### config.mk
export PLATFORM = sky130hd
export DESIGN_NAME = t_toggle_decoder
export DESIGN_NICKNAME = d
export VERILOG_FILES = /design/src/rtl/t_tog_pkg.sv /design/src/rtl/t_sync_ms.sv /design/src/rtl/t_toggle_decoder.sv
export SDC_FILE = /design/constraint.sdc
export NUM_CORES = 1
export LEC_CHECK = 0
export ABC_AREA = 1
export CORE_UTILIZATION = 55
export CTS_BUF_LIST = sky130_fd_sc_hd__clkbuf_16
export CTS_CLUSTER_DIAMETER = 80
export DETAILED_ROUTE_END_ITERATION = 8
export DONT_BUFFER_PORTS = 1
export PLACE_DENSITY = 0.75
export SYNTH_ARGS = -nofsm -noshare
export SYNTH_HDL_FRONTEND = slang
export SYNTH_SLANG_ARGS = --single-unit
### constraint.sdc
create_clock -name clk -period 3.45 [get_ports clk]
set_input_delay 0.69 -clock clk [delete_from_list [all_inputs] [get_ports clk]]
set_output_delay 0.69 -clock clk [all_outputs]
set_load 0.02 [all_outputs]
### src/rtl/t_tog_pkg.sv
// Shared types and helpers for the toggle-event decoder.
package t_tog_pkg;

    // Decoder occupancy state: empty, holding 1..DEPTH-1 events, holding DEPTH events
    typedef enum logic [1:0] {
        S_IDLE = 2'd0,
        S_PEND = 2'd1,
        S_FULL = 2'd2
    } state_t;

    // Width of a counter that must represent 0..depth inclusive
    function automatic int pend_w(input int depth);
        return $clog2(depth + 1);
    endfunction

endpackage

### src/rtl/t_sync_ms.sv
// Master/slave two-flop synchroniser for an asynchronous level input.
// Both stages reset to INIT_LVL so that an idle link produces no event after reset.
module t_sync_ms #(
    parameter logic INIT_LVL = 1'b0
) (
    input  logic clk,
    input  logic rst,
    input  logic d,
    output logic qm,
    output logic qs
);

    logic qm_q, qm_d;
    logic qs_q, qs_d;

    // Next-state: shift the input one stage per clock
    always_comb begin
        qm_d = d;
        qs_d = qm_q;
    end

    // Synchroniser registers
    always_ff @(posedge clk or posedge rst) begin
        if (rst) begin
            qm_q <= INIT_LVL;
            qs_q <= INIT_LVL;
        end else begin
            qm_q <= qm_d;
            qs_q <= qs_d;
        end
    end

    assign qm = qm_q;
    assign qs = qs_q;

endmodule

### src/rtl/t_toggle_decoder.sv
// Receive end of a toggle-encoded event link. Each level change of tog_in
// becomes one event, up to DEPTH events are held pending, and events are
// handed to the consumer over a valid/ready handshake.
// Optional feature macro: TOG_ACK_EN adds the tog_ack return-toggle output.
module t_toggle_decoder
    import t_tog_pkg::*;
#(
    parameter int   DEPTH    = 4,
    parameter int   CW       = 8,
    parameter logic INIT_LVL = 1'b0
) (
    input  logic          clk,
    input  logic          rst,
    input  logic          tog_in,
    input  logic          evt_ready,
    input  logic          ovf_clr,
    output logic          evt_valid,
    output logic [CW-1:0] evt_count,
    output logic          ovf,
    output logic          qm,
    output logic          qs
`ifdef TOG_ACK_EN
    ,
    output logic          tog_ack
`endif
);

    localparam int            PW      = pend_w(DEPTH);
    localparam logic [PW-1:0] DEPTH_P = PW'(DEPTH);

    logic          qm_w, qs_w;
    logic          prev_q, prev_d;
    logic [PW-1:0] pending_q, pending_d;
    state_t        state_q, state_d;
    logic [CW-1:0] evt_count_q, evt_count_d;
    logic          ovf_q, ovf_d;
    logic          tog_edge;
    logic          accept;
    logic          drop;
`ifdef TOG_ACK_EN
    logic          tog_ack_q, tog_ack_d;
`endif

    t_sync_ms #(
        .INIT_LVL (INIT_LVL)
    ) u_sync (
        .clk (clk),
        .rst (rst),
        .d   (tog_in),
        .qm  (qm_w),
        .qs  (qs_w)
    );

    // Edge detect, pending bookkeeping and next-state derivation
    always_comb begin
        prev_d      = qs_w;
        tog_edge    = qs_w ^ prev_q;
        accept      = evt_valid & evt_ready;
        drop        = tog_edge & ~accept & (pending_q == DEPTH_P);

        // Edge and accept together cancel out, which keeps a full buffer full
        // without losing the incoming event.
        pending_d = pending_q;
        if (tog_edge && !accept && (pending_q != DEPTH_P)) begin
            pending_d = pending_q + 1'b1;
        end else if (!tog_edge && accept) begin
            pending_d = pending_q - 1'b1;
        end

        // State follows the occupancy the buffer will have after this clock
        if (pending_d == '0) begin
            state_d = S_IDLE;
        end else if (pending_d == DEPTH_P) begin
            state_d = S_FULL;
        end else begin
            state_d = S_PEND;
        end

        evt_count_d = evt_count_q;
        if (accept) begin
            evt_count_d = evt_count_q + CW'(1);
        end

        // A fresh drop overrides a simultaneous clear so it is never lost
        ovf_d = ovf_q;
        if (drop) begin
            ovf_d = 1'b1;
        end else if (ovf_clr) begin
            ovf_d = 1'b0;
        end

`ifdef TOG_ACK_EN
        tog_ack_d = tog_ack_q ^ accept;
`endif
    end

    // Decoder state registers
    always_ff @(posedge clk or posedge rst) begin
        if (rst) begin
            prev_q      <= INIT_LVL;
            pending_q   <= '0;
            state_q     <= S_IDLE;
            evt_count_q <= '0;
            ovf_q       <= 1'b0;
`ifdef TOG_ACK_EN
            tog_ack_q   <= INIT_LVL;
`endif
        end else begin
            prev_q      <= prev_d;
            pending_q   <= pending_d;
            state_q     <= state_d;
            evt_count_q <= evt_count_d;
            ovf_q       <= ovf_d;
`ifdef TOG_ACK_EN
            tog_ack_q   <= tog_ack_d;
`endif
        end
    end

    // evt_valid comes straight from the state register, never from evt_ready
    assign evt_valid = (state_q != S_IDLE);
    assign evt_count = evt_count_q;
    assign ovf       = ovf_q;
    assign qm        = qm_w;
    assign qs        = qs_w;
`ifdef TOG_ACK_EN
    assign tog_ack   = tog_ack_q;
`endif

endmodule

# [Word-level counts from Yosys, hierarchy flattened]
# Cells that the tools add are included.
# W data, S select, Z words.
[classes] n_addsub=3 n_eq_ne=3 mux=6 bitwise=5 reduce_logical=8
[ops] operator="$add A8 B1 Y8 const B" n=1
[ops] operator="$eq A3 B3 Y1 const B" n=2
[ops] operator="$mux W3" n=2
[ops] operator="$mux W2" n=2
[ops] operator="$reduce_bool A2 Y1" n=2
[ops] operator="$add A3 B1 Y3 const B" n=1
[ops] operator="$and A1 B1 Y1" n=3
[ops] operator="$logic_and A1 B1 Y1" n=3
[ops] operator="$logic_not A3 Y1" n=1
[ops] operator="$ne A3 B3 Y1 const B" n=1
[ops] operator="$sub A3 B1 Y3 const B" n=1
[ops] operator="$logic_not A1 Y1" n=2
[ops] operator="$mux W1" n=2
[ops] operator="$not A1 Y1" n=1
[ops] operator="$xor A1 B1 Y1" n=1
[word_totals] ff_bits=17 input_bits=5 output_inout_bits=12 word_cells=32

# [Depth between registers and ports, before layout]
# Gate-level depths: netlist of run 1.
[logic_depth] depth_word=9 depth_mapped=10 mapped_depth_nobuf=10

# [Modules after synthesis]
# From an unflattened synthesis of run 1, not the netlist that was laid out.
[unflattened] hier_cells=83 hier_area_um2=817.0
[modules_own_cells] mod="t_toggle_decoder" n_inst=1 cells_each=80 area_per_inst_um2=763.2
[modules_own_cells] mod="t_sync_ms" n_inst=1 cells_each=3 area_per_inst_um2=53.8

# [Worst setup path before layout of run 1]
# Ideal clock, no wire load.
[synth_path] path_type="register -> output" from="register state_q[1]" to="output port evt_valid" arrival_time_ns=0.695 path_slack_ns=2.065 path_stages_with_launch=3 cell_sequence="dfrtp_1 nor2_2 inv_1"
[synth_via] elab_chain_len=1
[synth_rtl] item="start: declaration" line="t_toggle_decoder.sv:34" text="state_t state_q, state_d;"
[synth_rtl] item="start signal: assignment" line="t_toggle_decoder.sv:111" text="state_q <= state_d;"
[synth_rtl] item="$reduce_bool A2 Y1" line="t_toggle_decoder.sv:121" text="assign evt_valid = (state_q != S_IDLE);"
[synth_rtl] item="end: declaration" line="t_toggle_decoder.sv:17" text="output logic evt_valid,"
# No other way between the ends.

# [Worst setup path after layout of run 1]
# Same ends and word-level chain as after synthesis.

==> metrics.cfg, run 1 <==
[status]
status = completed

[cts]
cts_tree = done
clkLatencyLatePin_ns = 0.24
cts.clk_slew.worst_paths_ns = 0.05
post_cts_resize_count = 0
post-cts-setup-buffer-count = 0
clock-root-buffer = clkbuf_16
max-clock-path-buffers = 2
cts-buffers-inserted = 3
cts_max_level = 1
ctsHoldBuffers = 0
tritoncts_num_sinks = 17

[synth]
dominant_cell_type_by_area_after_synthesis = dfrtp_1
number_of_distinct_standard_cells_referenced_by_the_synthesized_netlist = 20
synth_top_flop_cell = dfrtp_1
synth_commonest_cells = 17 x dfrtp_1, 16 x nand2_1, 10 x inv_1
synth_nets = 93
yosysMostFrequentCell = dfrtp_1
synth.top_cell.area_share_pct = 50.1
synth.ff_latch_count = 17
synth_edf_count = 0
post_synth_inst_count = 84
synth.area.top_cells = dfrtp_1 50%, nand2_1 7.1%, xor2_1 6.2%
share_of_flip_flops_with_an_asynchronous_set_or_reset_after_synthesis_pct = 100
syn_area_per_cell_um2 = 10.1
register_area_share_after_synthesis_pct = 50.1
yosysWarningCount = 0
netlist_area_um2 = 848

[power]
power_density_nw_per_um2 = 934
max-vdd-ir-drop_uv = 571
p_leak_nw = 0.482

[critical_path]
worst_setup_path_startpoint = state_q[1]
worst_setup_path_endpoint = evt_valid
setup.worst_path.start_class = register
r2r_slack_ns = 2.02
worst_setup_path_end_kind = primary output
crit_arrival_ns = 0.97
critPathKind = reg2out
worst_r2r_startpoint = evt_count[0]
timing.critical_path.required_ns = 2.76
path_max_fanout = 2
ff2ff_path_depth = 6
r2r_end = evt_count[6]

[floorplanning]
die_width_um = 41.3
die_area_um2 = 1700
start_util_pct = 62.1
height_of_the_chip_um = 41.3
core_area_um2 = 1370
core.rowCount = 13
ios = 17

[drt]
final_routed_wire_length_divided_by_cell_count_um = 12.6
postRouteWirelength_um = 1300
detailroute.via_count = 535
drt_pass1_iterations = 3
drt-vias-per-instance = 5.19
wl_met3_um = 90
wl_met1_um = 575
route.detailed.drc = 0
highest_metal_layer_with_signal_wires = met4
ant_nets = 0
dr.first_iter.drc_count = 13
met2WireLength_um = 619

[timing]
finalMaxSlewViolations = 0
timing.slew.headroom_pct = 59.0
setup_viol = 0
final-hold-violation-count = 0
post-route-worst-setup-slack_ns = 1.79
skew_final_ns = 0.00120
grt_setup_unrepaired = no
post-route-period-util_pct = 48.2
min_period_ns = 1.66
max_freq_mhz = 601
tightestPinTransition_ns = 0.615
fin_tns_setup_ns = 0

[hold_path]
hold_path.class = in2async

[global_route]
grt_max_degree = 18
grt_antenna_before_repair = 0
grt-ovfl-total = 0
grt_pass1_wl_um = 1990
grt.total_usage_pct = 19.0
grt_pass1_vias = 504

[cells_and_area]
antenna_cells_inserted = 0
final.fill_count = 119
final_layout_size_suffix_gt1_share_pct = 23.9
finish.instance_area_um2 = 946
utilization_pct = 69.2
layout.nets = 98
area_growth_pct = 11.5

[place]
place_hpwl_um = 978
dp_worst_setup_slack_ns = 1.99
port_buffers = 0
gp_congestion = 0.812
placed_cell_area_um2 = 867

[flow_run]
max-cap-violations = 0

where the power goes:
group          leakage [nW]  internal, mW  switching (mW)  total (mW)
Clock                0.0423         0.153          0.0654       0.218
Sequential            0.207         0.270           0.135       0.405
Combinational         0.233         0.105           0.155       0.260
kinds of logic after synthesis:
family / share of synthesized area [%]
XOR/XNOR: 9.29
AO/OA/AOI/OAI: 4.57
adder cells (fa/ha/maj): 5.90
buffers and inverters: 5.75
flip-flops: 50.1
AND/OR/NAND/NOR: 24.3
critical path, cell delays in order (launching register included):
cell	delay, ns
dfrtp_1	0.41
nor2_2	0.18
inv_1	0.14
cells in the final DEF (no fill, tap or decap):
cell type	instances
inv_2	3
nand3_1	3
xor2_1	6
nor2_4	1
clkbuf_16	3
o21ai_4	1
xnor2_1	3
nand4_1	1
o32ai_1	1
nand2_1	16
o21ai_1	1
ha_1	4
a21oi_2	1
nand3_2	2
dfrtp_1	17
nand2_2	4
nor2_1	4
nor2_2	4
inv_1	11
nand2_4	1
nand3_4	1
layer usage:
layer / vias up / GRT usage [%]
li1: 269 / -
met4: 0 / 4.84
met5: - / 0
met3: 2 / 12.5
met2: 15 / 30.5
met1: 249 / 20.5
worst min path at each step:
| stage | to | slack, ns | cells past startpoint |
|---|---|---|---|
| floorplan | u_sync.qs | 0.49 | 0 |
| global placement | u_sync.qs | 0.51 | 0 |
| detailed placement | u_sync.qs | 0.50 | 0 |
| CTS | evt_count[7] | 0.43 | 1 |
| global route | u_sync.qm | 0.47 | 0 |
| finish | evt_count[7] | 0.41 | 1 |
flip-flops by register name (all words and copies together) (netlist names):
register and cells:
evt_count 8, pending_q 3, state_q 2, ovf 1, prev_q 1, u_sync.qm 1, u_sync.qs 1
layout make-up:
cell class / instances / area [um2] / area share, %
Clock buffer: 3 / 75.1 / 7.94
Clock inverter: 1 / 3.75 / 0.397
Inverter: 13 / 48.8 / 5.16
Multi-Input combinational cell: 54 / 374 / 39.6
Sequential cell: 17 / 425 / 45.0
Tap cell: 15 / 18.8 / 1.98
per-stage QoR:
stage / hold slack (ns) / power (mW) / cells
5_1_grt: 0.465 / 0.955 / 103
2_1_floorplan: 0.494 / 0.614 / 84
3_5_place_dp: 0.500 / 0.667 / 99
4_1_cts: 0.426 / 0.892 / 103
6_report: 0.410 / 0.884 / 103
3_3_place_gp: 0.510 / 0.655 / 99
Note: power is estimated with default switching activity, not from simulation.
==> run 2: changes to the inputs <==
Clock period 3.45 ns to 1.58 ns, I/O delays scaled along.
==> run 2 against run 1 <==
Clock skew up 0.0033 ns; global-route usage up 1.2 points; critical path depth up 4; hold slack worse by 0.38 ns; critical endpoint is now evt_count[7]; setup slack worse by 1.6 ns; register-to-register slack worse by 1.8 ns; sequential share of layout area down 0.76 points.
==> metrics.cfg, run 2 (synthesis results as in run 1) <==
[status]
status = completed

[place]
port_buffers = 0  ; unchanged
place_hpwl_um = 1010  ; +3.7%
gp_congestion = 0.781  ; -3.9%

[drt]
postRouteWirelength_um = 1380  ; +6.7%
met2WireLength_um = 662  ; +6.9%
drt_pass1_iterations = 3  ; unchanged
detailroute.via_count = 539  ; +0.75%
dr.first_iter.drc_count = 6  ; -7
route.detailed.drc = 0  ; unchanged
ant_nets = 0  ; unchanged
drt-vias-per-instance = 5.13  ; -1.2%
wl_met3_um = 47  ; -48%
wl_met1_um = 645  ; +12%
highest_metal_layer_with_signal_wires = met4
final_routed_wire_length_divided_by_cell_count_um = 13.2  ; +4.7%

[cells_and_area]
antenna_cells_inserted = 0  ; unchanged
utilization_pct = 70.4  ; +1.2 points
layout.nets = 100  ; +2.0%
area_growth_pct = 13.4
final_layout_size_suffix_gt1_share_pct = 26.7  ; +2.8 points
layout_commonest_cell = dfrtp_1
layout_common_cells = 17 x dfrtp_1, 16 x nand2_1, 10 x inv_1
largest_reg_flops = 8  ; unchanged

[timing]
setup_viol = 0  ; unchanged
tightestPinTransition_ns = 0.615  ; +0.000145 ns
min_period_ns = 1.36
finalMaxSlewViolations = 0  ; unchanged
worst_hold_slack_ns = 0.0271  ; -0.383 ns
fin_tns_setup_ns = 0  ; unchanged
timing.slew.headroom_pct = 59.0  ; about the same
post-route-period-util_pct = 86.2
max_freq_mhz = 734
final-hold-violation-count = 0  ; unchanged
skew_final_ns = 0.00453  ; +0.00334 ns
grt_setup_unrepaired = no

[cts]
max-clock-path-buffers = 2  ; unchanged
cts_max_level = 1  ; unchanged
cts_tree = done
cts.clk_slew.worst_paths_ns = 0.05  ; about the same
clock-root-buffer = clkbuf_16
post-cts-setup-buffer-count = 0  ; unchanged
cts-buffers-inserted = 3  ; unchanged
clkLatencyLatePin_ns = 0.25  ; about the same
ctsHoldBuffers = 0  ; unchanged
tritoncts_num_sinks = 17  ; unchanged
post_cts_resize_count = 0  ; unchanged

[critical_path]
ff2ff_path_depth = 6  ; unchanged
setup.worst_path.start_class = register
cp_cell_sequence = nand3_1 -> nor2_2 -> nand2_1 -> nor2_1 -> nand2_1 -> xnor2_1
critical_path_buf_inv_count = 0  ; -1
cell_type_group_with_the_largest_total_delay_on_the_critical_path = simple AND/OR/NAND/NOR gates
number_of_gates_on_the_worst_path_with_buffers_counted = 6  ; +4
worst_setup_path_end_kind = register
crit_top_cell = nand2_1
path_max_fanout = 4  ; +2
crit_arrival_ns = 1.49  ; +0.52 ns
slowest_stage = dfrtp_1
critical_path.max_stage_delay_ns = 0.49  ; +0.08 ns
critPathKind = reg2reg
timing.critical_path.required_ns = 1.71  ; -1.05 ns

[floorplanning]
start_util_pct = 62.1  ; unchanged
height_of_the_chip_um = 41.3  ; unchanged
core_area_um2 = 1370  ; unchanged
core.rowCount = 13  ; unchanged
die_area_um2 = 1700  ; unchanged
ios = 17  ; unchanged
die_width_um = 41.3  ; unchanged

[global_route]
grt_max_degree = 18  ; unchanged
grt.total_usage_pct = 20.2  ; +1.2 points
grt_antenna_before_repair = 0  ; unchanged
grt_pass1_wl_um = 2100  ; +5.5%
grt-ovfl-total = 0  ; unchanged
grt_pass1_vias = 527  ; +4.6%

[power]
max-vdd-ir-drop_uv = 963  ; +69%
power_density_nw_per_um2 = 2070  ; +120%
p_leak_nw = 0.490  ; +1.7%

[flow_run]
max-cap-violations = 0  ; unchanged

[hold_path]
hold_path.class = in2async

-- run 2: cell types whose count changed in the layout (fill, tap and decap cells not counted) --
cell / previous run / this run
clkinv_2: 0 / 1
inv_1: 11 / 10
buf_4: 0 / 2
-- run 2: path summary, 6_finish.rpt --
kind                               from            to  slack (ns)
max                        evt_count[1]  evt_count[7]        0.22
max in group asynchronous           rst  evt_count[1]        1.15
min                                 rst     u_sync.qm        0.03
max reg2reg                evt_count[1]  evt_count[7]        0.22
min reg2reg                   u_sync.qm     u_sync.qs        0.53
min in group clk                 tog_in     u_sync.qm        0.09
-- run 2: per-layer routing --
metal  global-route usage (%)  vias up
met1                     23.9      250
met4                     9.68        0
met5                        0        -
met2                     34.0       14
met3                     4.89        4
li1                         -      271
-- run 2: power by group --
part	internal [mW]	switching [mW]	leakage, nW	total [mW]
logic	0.261	0.398	0.242	0.660
clock network	0.338	0.164	0.0409	0.502
registers	0.590	0.242	0.207	0.832
total	1.19	0.804	0.490	1.99
-- run 2: worst register-to-register path, delay by kind of cell, from the launching register on --
kind | cells | cell delay, ns
xor gates and xnor gates | 1 | 0.13
and+or+nand+nor | 5 | 0.62
DFF | 1 | 0.49
-- run 2: cell type report --
class | instances | area [um2]
Clock buffer | 3 | 75.1
Clock inverter | 1 | 5.00
Fill cell | 112 | 404
Inverter | 13 | 48.8
Multi-Input combinational cell | 54 | 374
Sequential cell | 17 | 425
Tap cell | 15 | 18.8
Timing Repair Buffer | 2 | 15.0
-- run 2: through the flow --
step	power (mW)	setup slack (ns)	instance area, um2	cells
after floorplan	1.34	0.320	848	84
after global placement	1.47	0.279	882	101
final	1.99	0.218	962	105
after global routing	2.14	0.0830	962	105
after detailed placement	1.50	0.237	882	101
after CTS	2.01	0.201	962	105
==> run 3: changes to the inputs <==
Settings changed: PLACE_DENSITY 0.75 to 0.72, RECOVER_POWER set to 50.
==> run 3 against run 2 <==
Via count down 2.8%; clock power decreased by 1%; setup slack worse by 0.021 ns; critical path depth stayed put; clock skew fell by 0.0032 ns; flip-flop and latch count unchanged; cell area fell by 0.26%; sequential power down 1%; largest cell class unchanged.
==> metrics.cfg, run 3 (synthesis results as in run 1) <==
[cts]
cts-buffers-inserted = 3  ; unchanged
clkLatencyLatePin_ns = 0.24  ; about the same
ctsHoldBuffers = 0  ; unchanged
post-cts-setup-buffer-count = 0  ; unchanged
max-clock-path-buffers = 2  ; unchanged
post_cts_resize_count = 0  ; unchanged
tritoncts_num_sinks = 17  ; unchanged
clock-root-buffer = clkbuf_16
cts_tree = done
cts_max_level = 1  ; unchanged
cts.clk_slew.worst_paths_ns = 0.05  ; about the same

[global_route]
grt.total_usage_pct = 19.5  ; -0.68 points
grt_pass1_vias = 496  ; -5.9%
grtUsageMet2_pct = 31.3  ; -2.7 points
grt_pass1_wl_um = 2040  ; -2.9%
grt_max_degree = 18  ; unchanged
grt_antenna_before_repair = 0  ; unchanged
gr-max-usage-layer = met2
grt.met1_usage_pct = 23.5  ; -0.41 points
grtUsageMet3_pct = 5.98  ; +1.1 points
grt-ovfl-total = 0  ; unchanged

[timing]
max_freq_mhz = 723  ; -1.5%
post-route-period-util_pct = 87.5  ; +1.3 points
finalMaxSlewViolations = 0  ; unchanged
grt_setup_unrepaired = no
post-route-worst-setup-slack_ns = 0.197  ; -0.0206 ns
fin_tns_setup_ns = 0  ; unchanged
tightestPinTransition_ns = 0.616  ; +0.000764 ns
final-hold-violation-count = 0  ; unchanged
setup_viol = 0  ; unchanged
worst_hold_slack_ns = 0.0341  ; +0.00692 ns
timing.slew.headroom_pct = 58.9  ; about the same
skew_final_ns = 0.00129  ; -0.00325 ns
min_period_ns = 1.38  ; +0.0206 ns

[floorplanning]
die_width_um = 41.3  ; unchanged
height_of_the_chip_um = 41.3  ; unchanged
core_area_um2 = 1370  ; unchanged
die_area_um2 = 1700  ; unchanged
ios = 17  ; unchanged
core.rowCount = 13  ; unchanged
start_util_pct = 62.1  ; unchanged

[power]
power_report.internal_total_mw = 1.19  ; -0.10%
seq_pwr_share_pct = 41.5  ; -0.2 points
max-vdd-ir-drop_uv = 981  ; +1.9%
power.share.combinational_pct = 33.6  ; +0.5 points
p_leak_nw = 0.491  ; about the same
power.switching_mw = 0.795  ; -1.1%
power_frac_clock_pct = 24.9  ; -0.3 points
power_density_nw_per_um2 = 2070  ; -0.25%
report.power.total_mw = 1.98  ; -0.51%
power.share.switching_pct = 40.1  ; -0.24 points

[drt]
drt-vias-per-instance = 4.99  ; -2.8%
dr.first_iter.drc_count = 7  ; +1
ant_nets = 0  ; unchanged
final_routed_wire_length_divided_by_cell_count_um = 12.6  ; -4.2%
drt_pass1_iterations = 3  ; unchanged
detailroute.via_count = 524  ; -2.8%
route.detailed.drc = 0  ; unchanged
postRouteWirelength_um = 1330  ; -4.2%

[cells_and_area]
layout.nets = 100  ; unchanged
final_layout_size_suffix_gt1_share_pct = 25.6  ; -1.1 points
layout_common_cells = 17 x dfrtp_1, 16 x nand2_1, 10 x inv_1
area_growth_pct = 13.1
layout_commonest_cell = dfrtp_1
antenna_cells_inserted = 0  ; unchanged
largest_reg_flops = 8  ; unchanged

[critical_path]
crit_arrival_ns = 1.55  ; +0.06 ns
critPathKind = reg2reg
timing.critical_path.required_ns = 1.75  ; +0.04 ns
worst_setup_path_end_kind = register
cell_type_group_with_the_largest_total_delay_on_the_critical_path = flip-flops
cp_cell_sequence = ha_1 -> inv_1 -> nor2_2 -> nand3_1 -> nor2_1 -> xor2_1
critical_path_buf_inv_count = 1  ; +1
setup.worst_path.start_class = register
slowest_stage = dfrtp_1
path_max_fanout = 4  ; unchanged
critical_path.max_stage_delay_ns = 0.49  ; about the same

[place]
place_hpwl_um = 990  ; -2.4%
port_buffers = 0  ; unchanged
gp_congestion = 0.803  ; +2.9%
dp_worst_setup_slack_ns = 0.215  ; -0.0219 ns

[status]
status = completed

[hold_path]
hold_path.class = in2async

[flow_run]
max-cap-violations = 0  ; unchanged

-- run 3: cell counts in the layout (fill, tap and decap cells not counted) --
No cell type changed its count.
-- run 3: cell type report --
type,instances,area (um2)
multi-input combinational,54,372
clock buffer,3,75.1
clock inverter,1,5.00
tap,15,18.8
sequential,17,425
inverter,13,48.8
timing repair buffer,2,15.0
fill,106,407
-- run 3: metal layers --
metal | wire, um | vias up
li1 | - | 270
met1 | 643 | 240
met2 | 612 | 12
met3 | 57 | 2
met4 | 12 | 0
met5 | 0 | -
-- run 3: metrics by stage --
step                      utilization [%]  instances  area, um2
after detailed placement             64.6        101        882
after CTS                            70.4        105        962
final                                70.2        105        960
after floorplan                         -         84        848
after global placement               64.6        101        882
after global routing                 70.2        105        960
-- run 3: path summary, 6_finish.rpt --
path / from / slack [ns] / to / cells after the start
max in group asynchronous: rst / 1.15 / evt_count[0] / 1
min in group clk: tog_in / 0.10 / u_sync.qm / 0
max: evt_count[1] / 0.20 / evt_count[6] / 6
max reg2reg: evt_count[1] / 0.20 / evt_count[6] / 6
min reg2reg: u_sync.qm / 0.52 / u_sync.qs / 0
min: rst / 0.03 / evt_count[6] / 1
-- run 3: power groups by stage --
stage               clock network [mW]  registers [mW]  logic (mW)
floorplan                            0           0.847       0.494
global placement                     0           0.833       0.641
detailed placement                   0           0.836       0.664
CTS                              0.503           0.830       0.671
global route                     0.522           0.858       0.755
finish                           0.495           0.823       0.667
